===== src/rtl/cpu_pkg.sv =====
// Shared CPU-wide constants used by the fetch front end.
package cpu_pkg;

    localparam int INSTR_W = 32;
    localparam int ADDR_W  = 32;

    localparam logic [ADDR_W-1:0] RESET_PC_DEFAULT = 32'h0000_0000;

    localparam logic [ADDR_W-1:0] PC_INC = 32'd4;

    // Fetch addresses are always word aligned, so the two low bits are dropped.
    function automatic logic [ADDR_W-1:0] alignPc(input logic [ADDR_W-1:0] pc);
        return {pc[ADDR_W-1:2], 2'b00};
    endfunction

endpackage


===== src/rtl/sync_fifo.sv =====
// Small synchronous FIFO with flush, used as the instruction fetch queue.
// Storage is not reset; only the pointers and the occupancy count are.
module sync_fifo #(
    parameter int WIDTH = 64,
    parameter int DEPTH = 4,
    localparam int PW = $clog2(DEPTH),
    localparam int CW = PW + 1
) (
    input  logic             clk,
    input  logic             rst_n,
    input  logic             flush_i,
    input  logic             push_i,
    input  logic             pop_i,
    input  logic [WIDTH-1:0] wdata_i,
    output logic [WIDTH-1:0] rdata_o,
    output logic [CW-1:0]    count_o
);

    localparam logic [CW-1:0] DEPTH_C = CW'(DEPTH);

    logic [WIDTH-1:0] mem_q [DEPTH];
    logic [PW-1:0]    wrPtr_q, wrPtr_d;
    logic [PW-1:0]    rdPtr_q, rdPtr_d;
    logic [CW-1:0]    count_q, count_d;
    logic             doPush;
    logic             doPop;

    // A pop of an empty FIFO is ignored; a push into a full FIFO only lands when a pop frees the slot.
    always_comb begin
        doPop   = pop_i & (count_q != '0);
        doPush  = push_i & ((count_q != DEPTH_C) | doPop);
        wrPtr_d = wrPtr_q;
        rdPtr_d = rdPtr_q;
        count_d = count_q;
        if (flush_i) begin
            wrPtr_d = '0;
            rdPtr_d = '0;
            count_d = '0;
        end else begin
            if (doPush) begin
                wrPtr_d = wrPtr_q + PW'(1);
            end
            if (doPop) begin
                rdPtr_d = rdPtr_q + PW'(1);
            end
            if (doPush && !doPop) begin
                count_d = count_q + CW'(1);
            end else if (doPop && !doPush) begin
                count_d = count_q - CW'(1);
            end
        end
    end

    // Pointer and occupancy registers; reset wins over flush and traffic.
    always_ff @(posedge clk) begin
        if (!rst_n) begin
            wrPtr_q <= '0;
            rdPtr_q <= '0;
            count_q <= '0;
        end else begin
            wrPtr_q <= wrPtr_d;
            rdPtr_q <= rdPtr_d;
            count_q <= count_d;
        end
    end

    // Entry storage; when full with a pop the tail equals the head being read out this cycle.
    always_ff @(posedge clk) begin
        if (doPush && !flush_i) begin
            mem_q[wrPtr_q] <= wdata_i;
        end
    end

    assign rdata_o = mem_q[rdPtr_q];
    assign count_o = count_q;

endmodule


===== src/rtl/ifetch_queue.sv =====
// Instruction fetch front end: owns the fetch PC, handles redirects and
// buffers fetched {pc, instr} pairs in a small queue for the decode stage.
module ifetch_queue
    import cpu_pkg::*;
#(
    parameter logic [ADDR_W-1:0] RESET_PC = RESET_PC_DEFAULT,
    parameter int QDEPTH = 4,
    localparam int CW = $clog2(QDEPTH) + 1
) (
    input  logic               clk,
    input  logic               rst_n,
    output logic [ADDR_W-1:0]  im_pc,
    input  logic [INSTR_W-1:0] im_code,
    input  logic               fetch_en,
    input  logic               redirect,
    input  logic [ADDR_W-1:0]  redirect_pc,
    output logic               out_valid,
    input  logic               out_ready,
    output logic [INSTR_W-1:0] out_instr,
    output logic [ADDR_W-1:0]  out_pc,
    output logic [CW-1:0]      q_count
);

    localparam logic [CW-1:0] QDEPTH_C = CW'(QDEPTH);
    localparam int ENTRY_W = ADDR_W + INSTR_W;

    logic [ADDR_W-1:0]  fetchPc_q, fetchPc_d;
    logic               pop;
    logic               push;
    logic [ENTRY_W-1:0] headEntry;
    logic [CW-1:0]      count;

    // Handshake qualification: the decode stage consumes the head, and a fetch lands only if there is room.
    always_comb begin
        pop  = out_valid & out_ready;
        push = fetch_en & ~redirect & ((count < QDEPTH_C) | pop);
    end

    // Next fetch address: a redirect overrides everything, otherwise step one word per accepted fetch.
    always_comb begin
        fetchPc_d = fetchPc_q;
        if (redirect) begin
            fetchPc_d = alignPc(redirect_pc);
        end else if (push) begin
            fetchPc_d = fetchPc_q + PC_INC;
        end
    end

    // Fetch PC register; reset has priority over redirect and fetch progress.
    always_ff @(posedge clk) begin
        if (!rst_n) begin
            fetchPc_q <= RESET_PC;
        end else begin
            fetchPc_q <= fetchPc_d;
        end
    end

    sync_fifo #(
        .WIDTH (ENTRY_W),
        .DEPTH (QDEPTH)
    ) u_fifo (
        .clk     (clk),
        .rst_n   (rst_n),
        .flush_i (redirect),
        .push_i  (push),
        .pop_i   (pop),
        .wdata_i ({fetchPc_q, im_code}),
        .rdata_o (headEntry),
        .count_o (count)
    );

    // Head presentation: zeros whenever the queue is empty so stale storage never leaks out.
    always_comb begin
        out_valid = (count != '0);
        out_pc    = '0;
        out_instr = '0;
        if (out_valid) begin
            out_pc    = headEntry[ENTRY_W-1:INSTR_W];
            out_instr = headEntry[INSTR_W-1:0];
        end
    end

    assign im_pc   = fetchPc_q;
    assign q_count = count;

endmodule


===== config.mk =====
export PLATFORM = sky130hd
export DESIGN_NAME = ifetch_queue
export DESIGN_NICKNAME = d
export VERILOG_FILES = /design/src/rtl/cpu_pkg.sv /design/src/rtl/sync_fifo.sv /design/src/rtl/ifetch_queue.sv
export SDC_FILE = /design/constraint.sdc
export NUM_CORES = 1
export LEC_CHECK = 0
export CAP_MARGIN = 20
export CORE_UTILIZATION = 45
export DETAILED_ROUTE_END_ITERATION = 10
export PLACE_DENSITY_LB_ADDON = 0.12
export SLEW_MARGIN = 20
export SYNTH_ARGS = -nofsm -noshare
export SYNTH_HDL_FRONTEND = slang
export SYNTH_SLANG_ARGS = --single-unit

===== constraint.sdc =====
create_clock -name clk -period 10.46 [get_ports clk]
set_input_delay 3.138 -clock clk [delete_from_list [all_inputs] [get_ports clk]]
set_output_delay 3.138 -clock clk [all_outputs]
set_load 0.01 [all_outputs]

==> results.md <==
- The half-perimeter wire length after detailed placement is between 10000 and 15000 µm.
- The buffer depth of the longest clock path is 3.
- Each instance of the synthesized netlist takes up on average roughly 18 µm².
- The required time of the worst setup path is 7.32 ns.
- The overall power of the completed layout is ~2.6 mW.
- After synthesis the netlist holds a flip-flop and latch count of ~290.
- Entering global routing, the biggest net connects 66 pins.
- The path class of the tightest hold or removal check is flip-flop to flip-flop.
- Of the total synthesized cell area, the portion taken by XOR and XNOR cells is 0.909%.
- The routed metal-1 wirelength is 10700 µm.
- The length of routed met2 wiring is roughly 12000 µm.
- The routed wire length is 24700 µm.
- The repair_antennas step left the layout with diodes totalling 0.
- The detailed-routing iteration count for the pre-antenna-repair pass is 6.
- The async set-reset flop share out of synthesis is 0%.
- STA classifies the critical path endpoint as an output port.
- The clock sink count is 287.
- At the pin with the least slew margin, the transition time is about 1.1 ns.
- In the final layout, the share of cells above drive strength 1 is between 10 and 15%.
- The number of vias after detailed routing is 6526.
- After clock tree synthesis, the flow added hold-fix buffers numbering 0.
- The tree is rooted in a sky130_fd_sc_hd__clkbuf_16.
- The detail-routed via count per cell is roughly 5.6.
- The most instantiated library cell after synthesis is sky130_fd_sc_hd__edfxtp_1.
- The portion of total power attributed to combinational logic is under 10%.
- The total overflow reported by the global router is 0.
- The analysis attributes to cell leakage a power of roughly 4.6 nW.
- The internal portion of total power is 2.02 mW.
- The first global-routing pass estimated 37700 µm of wire.
- Synthesis produced a netlist whose cell count is approximately 660.
- The boundary pin count is 169.
- The number of flops mapped to enable cells by yosys is approximately 250.
- The placeable core region is approximately 25000 µm².
- Setup slack closes at 4.04 ns.
- The number of endpoints with negative hold slack in the final report is 0.
- The growth of design area from synthesis to finish is 24.7%.
- The synthesized cell area is about 12000 µm².
- Measured against its own limit, the worst slew margin works out to between 20% and 30%.
- The worst-skew pair later-pin latency is about 0.54 ns.
- The number of gates resized after cts is 0.
- In the final design database the tool counted about 900 nets.
- After synthesis, the largest area contributor takes up 64.4% of total cell area.
- OpenSTA, run right after detailed placement, puts the worst setup slack at 4.35 ns.
- The mean routed wirelength per cell is about 21 µm.
- In this run the core area contains 58 standard-cell rows.
- The number of levels in the clock H-tree is 1.
- The flow ran to the end, and the final reports show no timing, DRC or antenna violations.
- The routability congestion estimate from global placement is a little under 0.8.
- The kind of critical path is flip-flop to output port.
- After detailed routing, no signal wire sits above met4.
- After synthesis, the most frequently instantiated cells are sky130_fd_sc_hd__edfxtp_1, sky130_fd_sc_hd__and2_1, sky130_fd_sc_hd__mux4_2, sky130_fd_sc_hd__dfxtp_1, sky130_fd_sc_hd__o21ai_0.
- The number of setup violations in the final report is 0.
- The synthesized-area fraction occupied by ao, oa, aoi and oai cells is between 4 and 5%.
- The share of synthesized area occupied by flip-flops and latches is a little under three quarters.
- Across the VDD grid, the largest voltage drop is between 0.0001 and 0.00015 V.
- Ranked by total cell area, the synthesized netlist is headed by sky130_fd_sc_hd__edfxtp_1, sky130_fd_sc_hd__mux4_2, sky130_fd_sc_hd__dfxtp_1.
- Of the post-synthesis cell area, the part taken by muxes is 12.2%.
- The clock tree from TritonCTS is yes.
- The clock network accounts for between 40% and 50% of the total power.
- The most area-hungry cell type in the Yosys netlist is sky130_fd_sc_hd__edfxtp_1.
- For this design the total switching power over the nets is 0.546 mW.
- The count of buffers added on input and output ports is around 160.
- The kind of start point of the critical path is a flip-flop.
- Once the floorplan was initialized, standard cells occupied roughly 46% of the core.
- After routing, the total negative slack on setup checks comes to 0 ns.
- In the routed design, unresolved DRC markers number 0.
- For the final database, setup skew stands at roughly 0.016 ns.
- After clock tree synthesis, the clock-pin slew on the worst setup and hold paths is roughly 0.06 ns.
- The total die area is 26400 µm².
- Based on the critical path, the design can be clocked at up to around 160 MHz.
- Setup repair after global routing left no endpoint under its margin.
- The flip-flop cell with the highest count after synthesis is sky130_fd_sc_hd__edfxtp_1.
- The count of antenna-violating nets left after detailed routing is 0.
- The total routing resource utilization after global routing is a little under a fifth.
- Along the worst path, the maximum fanout reaches 39.
- The critical path arrival is approximately 3.3 ns.
- The number of pins exceeding their max-slew limit in the final report came to 0.
- Of the total power, registers draw 50.9%.
- The fraction of the mapped netlist area in adder cells is less than 1%.
- The floorplan step set the die width to around 160 µm.
- The number of unique standard cell types used by synthesis is 46.
- The fraction of power spent switching nets is about a fifth.
- For the finished layout, the period the worst path requires is 6.42 ns.
- The post-CTS setup-driven buffer insertion count is 0.
- The vertical die dimension is 162 µm.
- The layout has ~2000 filler cells.
- The via count of the first global-routing pass is about 6700.
- The synthesized netlist devotes under 10% of its cell area to simple gates.
- After the first detailed-routing iteration, the DRC count stood at ~420.
- The number of buffers created by CTS is 30.
- The power density over the cells is approximately 180 nW/µm².
- Detailed routing placed a total of about 1500 µm of wire on met3.
- By area, the combinational part of the netlist is dominated by multiplexers.
- The initial antenna violation count came to 0.
- The number of warnings issued by yosys is 0.
- The number of max-cap violations is 0.
- The final worst-path cycle share is 61.4%.
==> final timing paths <==
kind                                         from                end  cells after the start  slack (ns)
worst min register to register  u_fifo.wrPtr_q[1]  u_fifo.wrPtr_q[1]                      2        0.51
worst max-delay path                    flip-flop          out_pc[2]                      4        4.04
worst max register to register  u_fifo.count_o[2]  u_fifo.count_o[2]                      9        7.71
worst min-delay path            u_fifo.wrPtr_q[1]  u_fifo.wrPtr_q[1]                      2        0.51
==> cells in the final DEF, fill, tap and decap left out, types with 6 or more instances in the layout <==
cell / n
sky130_fd_sc_hd__a31oi_1: 20
sky130_fd_sc_hd__and2_1: 63
sky130_fd_sc_hd__and3_1: 6
sky130_fd_sc_hd__clkbuf_1: 10
sky130_fd_sc_hd__clkbuf_16: 32
sky130_fd_sc_hd__clkdlybuf4s50_1: 161
sky130_fd_sc_hd__clkinv_2: 6
sky130_fd_sc_hd__dfxtp_1: 37
sky130_fd_sc_hd__edfxtp_1: 248
sky130_fd_sc_hd__ha_1: 6
sky130_fd_sc_hd__inv_1: 6
sky130_fd_sc_hd__mux4_2: 62
sky130_fd_sc_hd__nand2_1: 13
sky130_fd_sc_hd__nand2b_1: 7
sky130_fd_sc_hd__nand3_1: 14
sky130_fd_sc_hd__nand4_1: 9
sky130_fd_sc_hd__nor2_1: 8
sky130_fd_sc_hd__o21ai_0: 30
sky130_fd_sc_hd__o31ai_1: 14
sky130_fd_sc_hd__or3_1: 7
sky130_fd_sc_hd__or4_1: 15
sky130_fd_sc_hd__xnor2_1: 6
sky130_fd_sc_hd__xor2_1: 6
==> critical path: stages (launching register included) <==
cell and delay [ns]:
sky130_fd_sc_hd__dfxtp_4 0.67, sky130_fd_sc_hd__buf_4 0.76, sky130_fd_sc_hd__mux4_2 0.60, sky130_fd_sc_hd__and2_1 0.17, sky130_fd_sc_hd__clkdlybuf4s50_1 0.47
==> stage by stage <==
step / hold slack [ns] / util [%] / area [µm²] / cells
2_1_floorplan: 0.469 / - / 11600 / 662
3_3_place_gp: 0.487 / 53.4 / 13500 / 1115
3_5_place_dp: 0.501 / 53.4 / 13500 / 1115
4_1_cts: 0.510 / 57.3 / 14400 / 1171
5_1_grt: 0.543 / 57.3 / 14400 / 1171
6_report: 0.514 / 57.3 / 14400 / 1171
==> kinds of logic after synthesis <==
kind of cell	after synthesis
AO/OA/AOI/OAI	79
XOR/XNOR	12
adder cells (fa/ha/maj)	7
buffers and inverters	49
flip-flops	287
multiplexers	63
other	1
AND/OR/NAND/NOR	161
==> flip-flops by register name, summed over array words and instances, names as in the netlist, named ones only <==
name	cells
im_pc	30
u_fifo.mem_q	248
u_fifo.wrPtr_q	2
u_fifo.count_o	3
u_fifo.rdPtr_q	2
==> power by group through the flow <==
stage          clock network [mW]  logic [mW]  registers (mW)
3_5_place_dp                    0       0.230            1.33
3_3_place_gp                    0       0.228            1.33
4_1_cts                      1.05       0.231            1.31
2_1_floorplan                   0       0.104            1.32
6_report                     1.03       0.227            1.30
5_1_grt                      1.10       0.245            1.31
==> cell type report <==
class / instances / area (µm²) / share of cell area (%)
Sequential cell: 287 / 8240 / 57.1
Multi-Input combinational cell: 326 / 3140 / 21.8
Timing Repair Buffer: 165 / 1640 / 11.4
Clock buffer: 47 / 907 / 6.29
Tap cell: 330 / 413 / 2.86
Clock inverter: 9 / 67.6 / 0.468
Inverter: 7 / 26.3 / 0.182
==> routing by layer <==
metal / global-route usage (%) / up-vias
li1: - / 2948
met4: 5.40 / 0
met5: 0 / -
met1: 25.7 / 3325
met3: 3.39 / 42
met2: 31.3 / 211
No activity file was read; power rests on OpenSTA's default activity.
==> RTL change, RTL diff (same flow settings) <==
Make the reset (`rst_n`) asynchronous in 2 clocked blocks.
--- a/src/rtl/sync_fifo.sv
+++ b/src/rtl/sync_fifo.sv
@@ -52,7 +52,7 @@
     end
 
     // Pointer and occupancy registers; reset wins over flush and traffic.
-    always_ff @(posedge clk) begin
+    always_ff @(posedge clk or negedge rst_n) begin
         if (!rst_n) begin
             wrPtr_q <= '0;
             rdPtr_q <= '0;
--- a/src/rtl/ifetch_queue.sv
+++ b/src/rtl/ifetch_queue.sv
@@ -47,7 +47,7 @@
     end
 
     // Fetch PC register; reset has priority over redirect and fetch progress.
-    always_ff @(posedge clk) begin
+    always_ff @(posedge clk or negedge rst_n) begin
         if (!rst_n) begin
             fetchPc_q <= RESET_PC;
         end else begin
Check against the original RTL: differs if rst_n is asserted again (counterexample within 4 cycles, from zero or initial values and one cycle with rst_n low); with rst_n held inactive, the same outputs for 4 cycles.
==> RTL change against the unedited design <==
Synthesized area shrank 0.51%; cell count shrank 1.4%; critical path depth stayed put; wire length fell by 4.6%; sequential cell count is 2 lower; setup slack got worse by 0.094 ns; non-clock buffer count fell by 1; final area down 0.26%; core utilization is essentially flat; critical path type unchanged; critical endpoint is now out_pc[31].
Power is not compared: it rests on default switching activity, and its combinational part moved more than twofold at a synthesized area within 25%.
==> RTL change: results (changes against the unedited design) <==
Global routing
  – Vias in the first global route: 6545 (-2.2%)
  – First-pass GRT wire length: 36600 microns (-2.9%)
  – Initial antenna violation count: 2 (+2)
  – Largest net degree at the start of global routing: 69 (+4.5%)

Detailed routing
  – Vias per cell: 5.31 (-4.7%)
  – DR iter-0 viols: 364 (-14%)
  – Drt pass-1 iters: 4 (-2)
  – DR vias: 6136 (-6.0%)

Placed design
  – Pre-CTS setup slack: 4.41 ns (+0.0616 ns)
  – Final GP Congestion: 0.855 (+7.6%)
  – Placement Cell Area: 0.0134 sq mm (-0.31%)

Synth
  – Mapped Cells: 636 (-3.5%)
  – Top post-synthesis cells by area: edfxtp_1 65%, mux4_2 12%, dfrtp_1 8.0%, and2_1 3.6%, xnor2_1 1.8%
  – Post-synth top cells: 248 x edfxtp_1, 67 x and2_1, 62 x mux4_2, 40 x nand2_1, 37 x dfrtp_1

Status
  – Status: finished clean

Critical path
  – Setup crit end: out_pc[31]
  – R2R setup slack: 7.40 ns (-0.31 ns)
  – FF-to-FF path depth: 10 (+1)
  – RR Endpoint: u_fifo.count_o[2]
  – Worst r2r src: u_fifo.count_o[0]
  – Crit path max fanout: 43 (+10%)
  – CP peak stage delay: 0.80 ns (+0.04 ns)

Min path
  – Hold Path Stages: 0 (-2)
  – Worst Hold Launch: im_pc[31]
  – Hold endpoint: u_fifo.mem_q[3][63]

Timing
  – Tightest Pin Transition: 1.03 ns (-0.0422 ns)
  – Clk_skew: 0.0168 ns (+0.000520 ns)

Finish
  – Fill cells: 1971 (+0.20%)
RTL change: logic make-up (layout without fill, tap and decap cells):
kind of cell | count (synthesis) | after routing | share of synthesized area
AO/OA/AOI/OAI | 33 | 33 | 0.0149
XOR/XNOR | 34 | 34 | 0.0259
adder cells (fa/ha/maj) | 6 | 6 | 0.00718
buffers and inverters | 45 | 230 | 0.0174
flip-flops | 285 | 285 | 0.728
multiplexers | 64 | 64 | 0.123
other | 1 | 5 | 0.000326
AND/OR/NAND/NOR | 168 | 168 | 0.0837
RTL change: metal layers:
metal	track usage	vias to the layer above	part of all wire
li1	-	2771	-
met4	0.0472	2	0.020
met5	0	-	0.00055
met1	0.250	3142	0.44
met2	0.298	182	0.48
met3	0.0401	39	0.056
RTL change: area by class of cell:
class	count	area, sq um	area share
flip-flops and latches	285	8380	0.582
multi-input cells	309	2960	0.206
repair buffers	164	1630	0.113
clock buffers	39	806	0.0560
well taps	330	413	0.0287
clock inverters	17	163	0.0113
inverters	10	37.5	0.00261
diodes	1	2.50	0.000174
